==> config.mk <==
export PLATFORM = sky130hd
export DESIGN_NAME = multicycle_decode
export DESIGN_NICKNAME = d
export VERILOG_FILES = /design/src/rtl/multicycle_decode.sv
export SDC_FILE = /design/constraint.sdc
export NUM_CORES = 1
export LEC_CHECK = 0
export CAP_MARGIN = 20
export CORE_ASPECT_RATIO = 1.1
export CORE_MARGIN = 2
export CORE_UTILIZATION = 36
export DETAILED_ROUTE_END_ITERATION = 16
export PLACE_DENSITY = 0.75
export SLEW_MARGIN = 20
export SYNTH_ARGS = -nofsm -noshare
export SYNTH_HDL_FRONTEND = slang
export SYNTH_SLANG_ARGS = --single-unit
==> constraint.sdc <==
create_clock -name clk -period 1.4 [get_ports clk]
set_input_delay 0.21 -clock clk [delete_from_list [all_inputs] [get_ports clk]]
set_output_delay 0.21 -clock clk [all_outputs]
set_load 0.1 [all_outputs]
==> src/rtl/multicycle_decode.sv <==
// multicycle_decode: Moore control FSM and ALU/flag decoder for the multicycle ARM datapath.
// Sequences each instruction through fetch/decode/execute/memory/writeback and drives the
// datapath selects and raw write strobes. RegW/MemW/PCS are raw, so the condition-check unit
// must still gate them.
//
// Optional feature: define MULTICYCLE_DECODE_MEM_WAIT_EN to add the MemReady input. FETCH,
// MEMRD and MEMWR then stall while MemReady=0. Without the macro, memory is always ready.
//
// Ports:
//   clk, reset       rising-edge clock, asynchronous active-low reset
//   MemReady         memory handshake (only with MULTICYCLE_DECODE_MEM_WAIT_EN)
//   Op, Funct, Rd    instr[27:26], instr[25:20], instr[15:12]
//   IRWrite, NextPC  instruction register load, unconditional PC write
//   AdrSrc, ALUSrcA, ALUSrcB, ResultSrc   datapath mux selects
//   RegW, MemW, PCS  raw register write, memory write, PC-source strobes
//   FlagW            [1] NZ write, [0] CV write
//   ImmSrc, RegSrc, ByteSrc   combinational decodes of Op/Funct
//   ALUControl       ALU operation, zero-extended to ALUCTRL_W
//   Illegal          one-cycle pulse on an undecodable instruction
//   InstrCount       retired-instruction counter (wraps)
//   State            current FSM state, for debug
module multicycle_decode #(
  parameter int unsigned ALUCTRL_W = 3,
  parameter int unsigned CNT_W     = 16
) (
  input  logic                 clk,
  input  logic                 reset,
`ifdef MULTICYCLE_DECODE_MEM_WAIT_EN
  input  logic                 MemReady,
`endif
  input  logic [1:0]           Op,
  input  logic [5:0]           Funct,
  input  logic [3:0]           Rd,
  output logic                 IRWrite,
  output logic                 NextPC,
  output logic                 AdrSrc,
  output logic                 ALUSrcA,
  output logic [1:0]           ALUSrcB,
  output logic [1:0]           ResultSrc,
  output logic                 RegW,
  output logic                 MemW,
  output logic                 PCS,
  output logic [1:0]           FlagW,
  output logic [1:0]           ImmSrc,
  output logic [1:0]           RegSrc,
  output logic                 ByteSrc,
  output logic [ALUCTRL_W-1:0] ALUControl,
  output logic                 Illegal,
  output logic [CNT_W-1:0]     InstrCount,
  output logic [3:0]           State
);

  typedef enum logic [3:0] {
    StFetch    = 4'd0,
    StDecode   = 4'd1,
    StMemAdr   = 4'd2,
    StMemRd    = 4'd3,
    StMemWb    = 4'd4,
    StMemWr    = 4'd5,
    StExecuteR = 4'd6,
    StExecuteI = 4'd7,
    StAluWb    = 4'd8,
    StBranch   = 4'd9
  } state_e;

  state_e           state_q, state_d;
  logic [CNT_W-1:0] cnt_q, cnt_d;
  logic             mem_ready;
  logic             retire;

  logic             ir_write, next_pc, reg_w, mem_w, branch, alu_op;
  logic             alu_bad, alu_addsub, decode_bad;
  logic [2:0]       alu_ctrl;
  logic [1:0]       flag_w;

`ifdef MULTICYCLE_DECODE_MEM_WAIT_EN
  assign mem_ready = MemReady;
`else
  assign mem_ready = 1'b1;
`endif

  // Next-state logic.
  always_comb begin
    state_d = state_q;
    unique case (state_q)
      StFetch:  if (mem_ready) state_d = StDecode;
      StDecode: begin
        case (Op)
          2'b00:   state_d = Funct[5] ? StExecuteI : StExecuteR;
          2'b01:   state_d = StMemAdr;
          2'b10:   state_d = StBranch;
          default: state_d = StFetch;  // undecodable: abandon without retiring
        endcase
      end
      StMemAdr:   state_d = Funct[0] ? StMemRd : StMemWr;
      StMemRd:    if (mem_ready) state_d = StMemWb;
      StMemWb:    state_d = StFetch;
      StMemWr:    if (mem_ready) state_d = StFetch;
      StExecuteR: state_d = StAluWb;
      StExecuteI: state_d = StAluWb;
      StAluWb:    state_d = StFetch;
      StBranch:   state_d = StFetch;
      default:    state_d = StFetch;
    endcase
  end

  // An instruction retires only when a completing state hands back to FETCH.
  always_comb begin
    retire = (state_d == StFetch) &&
             ((state_q == StMemWb) || (state_q == StMemWr) ||
              (state_q == StAluWb) || (state_q == StBranch));
    cnt_d  = retire ? cnt_q + {{(CNT_W-1){1'b0}}, 1'b1} : cnt_q;
  end

  always_ff @(posedge clk or negedge reset) begin
    if (!reset) begin
      state_q <= StFetch;
      cnt_q   <= '0;
    end else begin
      state_q <= state_d;
      cnt_q   <= cnt_d;
    end
  end

  // Moore outputs decoded from the current state.
  always_comb begin
    ir_write  = 1'b0;
    next_pc   = 1'b0;
    AdrSrc    = 1'b0;
    ALUSrcA   = 1'b0;
    ALUSrcB   = 2'b00;
    ResultSrc = 2'b00;
    reg_w     = 1'b0;
    mem_w     = 1'b0;
    branch    = 1'b0;
    alu_op    = 1'b0;
    unique case (state_q)
      StFetch: begin
        ir_write  = mem_ready;
        next_pc   = mem_ready;
        ALUSrcA   = 1'b1;
        ALUSrcB   = 2'b10;
        ResultSrc = 2'b10;
      end
      StDecode: begin
        ALUSrcA   = 1'b1;
        ALUSrcB   = 2'b10;
        ResultSrc = 2'b10;
      end
      StMemAdr:   ALUSrcB = 2'b01;
      StMemRd:    AdrSrc = 1'b1;
      StMemWb: begin
        ResultSrc = 2'b01;
        reg_w     = 1'b1;
      end
      StMemWr: begin
        AdrSrc = 1'b1;
        mem_w  = 1'b1;  // held for the whole memory wait
      end
      StExecuteR: alu_op = 1'b1;
      StExecuteI: begin
        ALUSrcB = 2'b01;
        alu_op  = 1'b1;
      end
      StAluWb:    reg_w = 1'b1;
      StBranch: begin
        ALUSrcB   = 2'b01;
        ResultSrc = 2'b10;
        branch    = 1'b1;
      end
      default: ;
    endcase
  end

  // ALU and flag decode, only meaningful in the execute states.
  always_comb begin
    alu_ctrl   = 3'd0;
    alu_bad    = 1'b0;
    alu_addsub = 1'b0;
    flag_w     = 2'b00;
    if (alu_op) begin
      case (Funct[4:1])
        4'b0100: begin alu_ctrl = 3'd0; alu_addsub = 1'b1; end
        4'b0010: begin alu_ctrl = 3'd1; alu_addsub = 1'b1; end
        4'b0000: alu_ctrl = 3'd2;
        4'b1100: alu_ctrl = 3'd3;
        4'b0001: alu_ctrl = 3'd6;
        default: alu_bad = 1'b1;
      endcase
      if (!alu_bad) flag_w = {Funct[0], Funct[0] & alu_addsub};
    end
  end

  assign decode_bad = (state_q == StDecode) && (Op == 2'b11);

  // Strobes are forced low while reset is held; selects already show FETCH values then.
  assign IRWrite    = reset & ir_write;
  assign NextPC     = reset & next_pc;
  assign RegW       = reset & reg_w;
  assign MemW       = reset & mem_w;
  assign PCS        = reset & (branch | ((Rd == 4'hF) & reg_w));
  assign Illegal    = reset & (decode_bad | (alu_op & alu_bad));
  assign FlagW      = flag_w;
  assign ALUControl = ALUCTRL_W'(alu_ctrl);

  assign ImmSrc     = Op;
  assign RegSrc     = {(Op == 2'b01) & ~Funct[0], Op == 2'b10};
  assign ByteSrc    = Funct[2];
  assign InstrCount = cnt_q;
  assign State      = state_q;

endmodule

==> flow_summary.toml, run 1 <==
[outcome]
status = "did not finish"
flow.stopped_at = "clock tree synthesis (4_1_cts)"
error = "[ERROR DPL-0033] detailed placement checks failed during check placement."

[die]
start_util_pct = 38.2
die_w_um = 58.4
die_y_um = 63.9
rows = 21
ioPinCount = 56

[cts]
cts_buffer_depth = 2
cts_sinks = 20
htreeDepth = 1
cts-resized-gates = 46
cts_made_buffers = 3
postCtsSetupRepairBufs = 8
hold_buffers = 0
root_buffer = "clkbuf_4"

[place]
portBuffers = 55
dp_cells = 255
hpwl_um = 3990
gp_congestion = 0.786

[logic_synthesis]
yosysWarningCount = 0
ys_ff_latch = 20
synth_seq_area_share_pct = 42.6
synthArstFlopShare_pct = 100
syn_area_sq_mm = 0.00117
syn_inst = 124
synth-edff-count = 0
synth_flop_cell = "dfrtp_1"
synthDistinctLibCells = 36
synth_nets = 139
syn_avg_cell_area_sq_um = 9.46
==> Yosys cell counts, types with 3 or more instances <==
| master | count | area share [%] |
|---|---|---|
| dfrtp_1 | 20 | 43 |
| xnor2_1 | 14 | 10 |
| nor2_1 | 10 | 3.2 |
| nor3_1 | 10 | 4.3 |
| nand2_1 | 9 | 2.9 |
| and3_1 | 6 | 3.2 |
| nand4_1 | 5 | 2.7 |
| xor2_1 | 5 | 3.7 |
| buf_4 | 4 | 2.6 |
| nand2b_1 | 4 | 2.1 |
| nor2b_1 | 4 | 2.1 |
| nand3_1 | 3 | 1.3 |
| o21ai_0 | 3 | 1.3 |
==> through the flow <==
stage	instance area [sq um]	utilization (%)	hold WS, ns	setup WS, ns
after detailed placement	2780	90.5	0.532	-0.608
after global placement	2780	90.5	0.500	-0.435
after floorplan	1470	-	-0.0856	-1.22
==> logic make-up after synthesis <==
| group | after synthesis | share of synthesized area, % |
|---|---|---|
| simple gates | 61 | 29.2 |
| flops | 20 | 42.6 |
| xor+xnor | 19 | 14.2 |
| compound gates | 10 | 5.54 |
| buf+inv | 10 | 4.58 |
| mux | 3 | 2.77 |
| fa+ha+maj | 1 | 1.07 |
==> run 2, diff against run 1 <==
--- a/config.mk
+++ b/config.mk
@@ -6,11 +6,10 @@
 export NUM_CORES = 1
 export LEC_CHECK = 0
 export CAP_MARGIN = 20
-export CORE_ASPECT_RATIO = 1.1
 export CORE_MARGIN = 2
-export CORE_UTILIZATION = 36
+export CORE_UTILIZATION = 30
 export DETAILED_ROUTE_END_ITERATION = 16
-export PLACE_DENSITY = 0.75
+export PLACE_DENSITY_LB_ADDON = 0.15
 export SLEW_MARGIN = 20
 export SYNTH_ARGS = -nofsm -noshare
 export SYNTH_HDL_FRONTEND = slang
==> constraint.sdc (replaced) <==
create_clock -name clk -period 1.8 [get_ports clk]
set_input_delay 0.27 -clock clk [delete_from_list [all_inputs] [get_ports clk]]
set_output_delay 0.27 -clock clk [all_outputs]
set_load 0.1 [all_outputs]
==> run 2 against run 1 <==
  * The flow now finishes, with violations (setup timing)
  * Synthesized cell count stayed put
  * Area after synthesis stayed put
==> flow_summary.toml, run 2 <==
[outcome]
status = "finished with violations"
violations = "setup timing"

[die]
ioPinCount = 56
die_w_um = 66.5
die_y_um = 66.5
dieArea_sq_mm = 0.00443
start_util_pct = 31.6
coreArea_sq_mm = 0.00372
rows = 22

[detailed_routing]
viasPerCell = 4.98
drtIter0Drc = 54
first_pass_iters = 4
wirelength_um = 4270
drtAntennaViolNets = 0
drc = 0
wl_per_cell_um = 16.5
vias = 1284

[cts]
cts_sinks = 20
root_buffer = "clkbuf_8"
htreeDepth = 1
hold_buffers = 0
cts_tree = "built"
cts_made_buffers = 3
clk_pin_slew_ns = 0.08
cts_buffer_depth = 2
clock_latency_ns = 0.26

[logic_synthesis]
synth-edff-count = 0
synthArstFlopShare_pct = 100
synthSimpleGateAreaFrac_pct = 29.2
synth.most_common_cell = "dfrtp_1"
synth_flop_cell = "dfrtp_1"
synth_top_area_cell = "dfrtp_1"
synthAdderAreaFrac_pct = 1.07
synth_nets = 139
synth-compound-area-share_pct = 5.54
syn_avg_cell_area_sq_um = 9.46
yosysWarningCount = 0
synth_top_family_by_area = "simple AND/OR/NAND/NOR gates"
synth_seq_area_share_pct = 42.6
synth_top_area_share_pct = 42.6
ys_ff_latch = 20
synth_common_cells = "20 x dfrtp_1, 14 x xnor2_1, 10 x nor2_1, 10 x nor3_1, 9 x nand2_1"
syn_inst = 124
synth_mux_area_share_pct = 2.77
syn_area_sq_mm = 0.00117
synthDistinctLibCells = 36
synthXorXnorAreaFrac_pct = 14.2
synthTopCellsByArea = "dfrtp_1 43%, xnor2_1 10%, nor3_1 4.3%"

[finish]
syn_to_final_growth_pct = 143
instances_no_fill = 258
drive_gt1_share_pct = 64.3
nNetsFinal = 226
most-common-layout-cells = "41 x buf_12, 23 x buf_4, 12 x xnor2_1, 11 x clkdlybuf4s50_1"
final_common_cell = "buf_12"
largest_reg_flops = 16
num_antenna_cells = 0

[place]
dp_cells = 239
preCtsSetupSlack_ns = -0.231
gp_congestion = 0.769
hpwl_um = 2930
portBuffers = 55

[sta]
finalHoldViolations = 0
drv_slew = 0
setup_violations = 15
slew_headroom_pct = 75.8
post-route-period-util_pct = 106
rsz0062_at_grt = "true"
setup_ws_ns = -0.114
min_period_ns = 1.91
worstMarginPinSlew_ns = 0.358
timing.fmax_ghz = 0.523
tns_ns = -0.723
clock_skew_ns = 0.00577

[power_and_ir_drop]
cell_internal_pwr_uw = 2550
leakagePower_uw = 0.00117
p_seq_share_pct = 15.4
p_sw_uw = 2830
clkPwrFrac_pct = 8.4
combPwrFrac_pct = 76.2
powerDensity_mw_per_mm2 = 1890
ir_worst_vdd_mv = 1.63
switching_share_pct = 52.6

[critical_path]
cp-start-kind = "flip-flop"
worstPathRequired_ns = 1.53
critPathArrivalTime_ns = 1.64
crit_buf_inv = 2
crit_slowest_cell = "dfrtp_4"
crit_family = "flip-flops"
path_cells = "buf_8, nor2_4, nand4_1, o21ai_1, and2_4, buf_12"
r2r_start = "State[1]$_DFF_PN0_"
end_kind = "output port"
crit_type = "flip-flop to output port"
crit_fanout = 6
slowest_delay_ns = 0.54
cp-startpoint = "State[3]$_DFF_PN0_"

[grt]
grt_max_degree = 17
antenna_found_initial = 0
grt_pass1_wl_um = 6590
grt.overflow.total = 0
grt_pass1_vias = 1401
grt_use_total_pct = 19.9

[run]
cap_violations = 0

[min_path]
hold_class = "flip-flop to flip-flop"
hold_start = "InstrCount[15]$_DFFE_PN0P_"
-- run 2: cell counts after synthesis --
No cell type changed its count.
-- run 2: path summary, 6_finish.rpt --
| kind | slack [ns] | cells after the start | end |
|---|---|---|---|
| worst max-delay path | -0.11 | 6 | Illegal |
| worst min-delay path | 0.49 | 1 | InstrCount[15]$_DFFE_PN0P_ |
| worst max register to register | 0 | 7 | InstrCount[11]$_DFFE_PN0P_ |
| worst min register to register | 0.49 | 1 | InstrCount[15]$_DFFE_PN0P_ |
| max in group asynchronous | 0.97 | 2 | InstrCount[4]$_DFFE_PN0P_ |
| min in group asynchronous | 0.56 | 2 | State[0]$_DFF_PN0_ |
-- run 2: final cells by class --
cell class | count | area, sq um
sequential | 20 | 546
timing repair buffer | 89 | 1260
clock buffer | 3 | 41.3
tap | 48 | 60.1
inverter | 3 | 16.3
multi-input combinational | 94 | 890
clock inverter | 1 | 30.0
fill | 232 | 870
-- run 2: layer usage --
metal | GRT usage, % | share of wire [%] | vias up
li1 | - | - | 600
met1 | 23.5 | 38 | 633
met2 | 34.6 | 56 | 42
met3 | 2.70 | 4.5 | 9
met4 | 10.7 | 2.3 | 0
met5 | 0 | 0 | -
-- run 2: power groups by stage --
stage	Clock, uW	Combinational (uW)	Sequential [uW]
final	452	4100	829
after global routing	486	4240	847
after CTS	460	3900	818
after detailed placement	0	3550	852
after global placement	0	3500	836
after floorplan	0	1710	1440
-- run 2: what timing repair did --
| item | CTS | global route |
|---|---|---|
| setup endpoints to repair | 15 | 20 |
| pin swaps | 10 | 9 |
| gates resized for setup | 24 | 18 |
| buffers inserted | 13 | 3 |
-- run 2: stage by stage --
| step | hold slack (ns) | cell area (sq um) | power, uW | util, % |
|---|---|---|---|---|
| finish | 0.491 | 2850 | 5380 | 76.6 |
| global route | 0.502 | 2850 | 5580 | 76.6 |
| detailed placement | 0.480 | 2500 | 4400 | 67.3 |
| floorplan | -0.0256 | 1440 | 3150 | - |
| CTS | 0.493 | 2740 | 5180 | 73.8 |
| global placement | 0.462 | 2500 | 4330 | 67.3 |
-- run 2: logic make-up (layout without fill, tap and decap cells) --
kind of cell               count (synthesis)  after routing
xor gates and xnor gates                  19             19
AOI/OAI and AO/OA                         10             10
muxes                                      3              3
DFF                                       20             20
buffers and inverters                     10             96
and+or+nand+nor                           61             61
adders and majority gates                  1              1
Power figures use the tool's default switching activity.
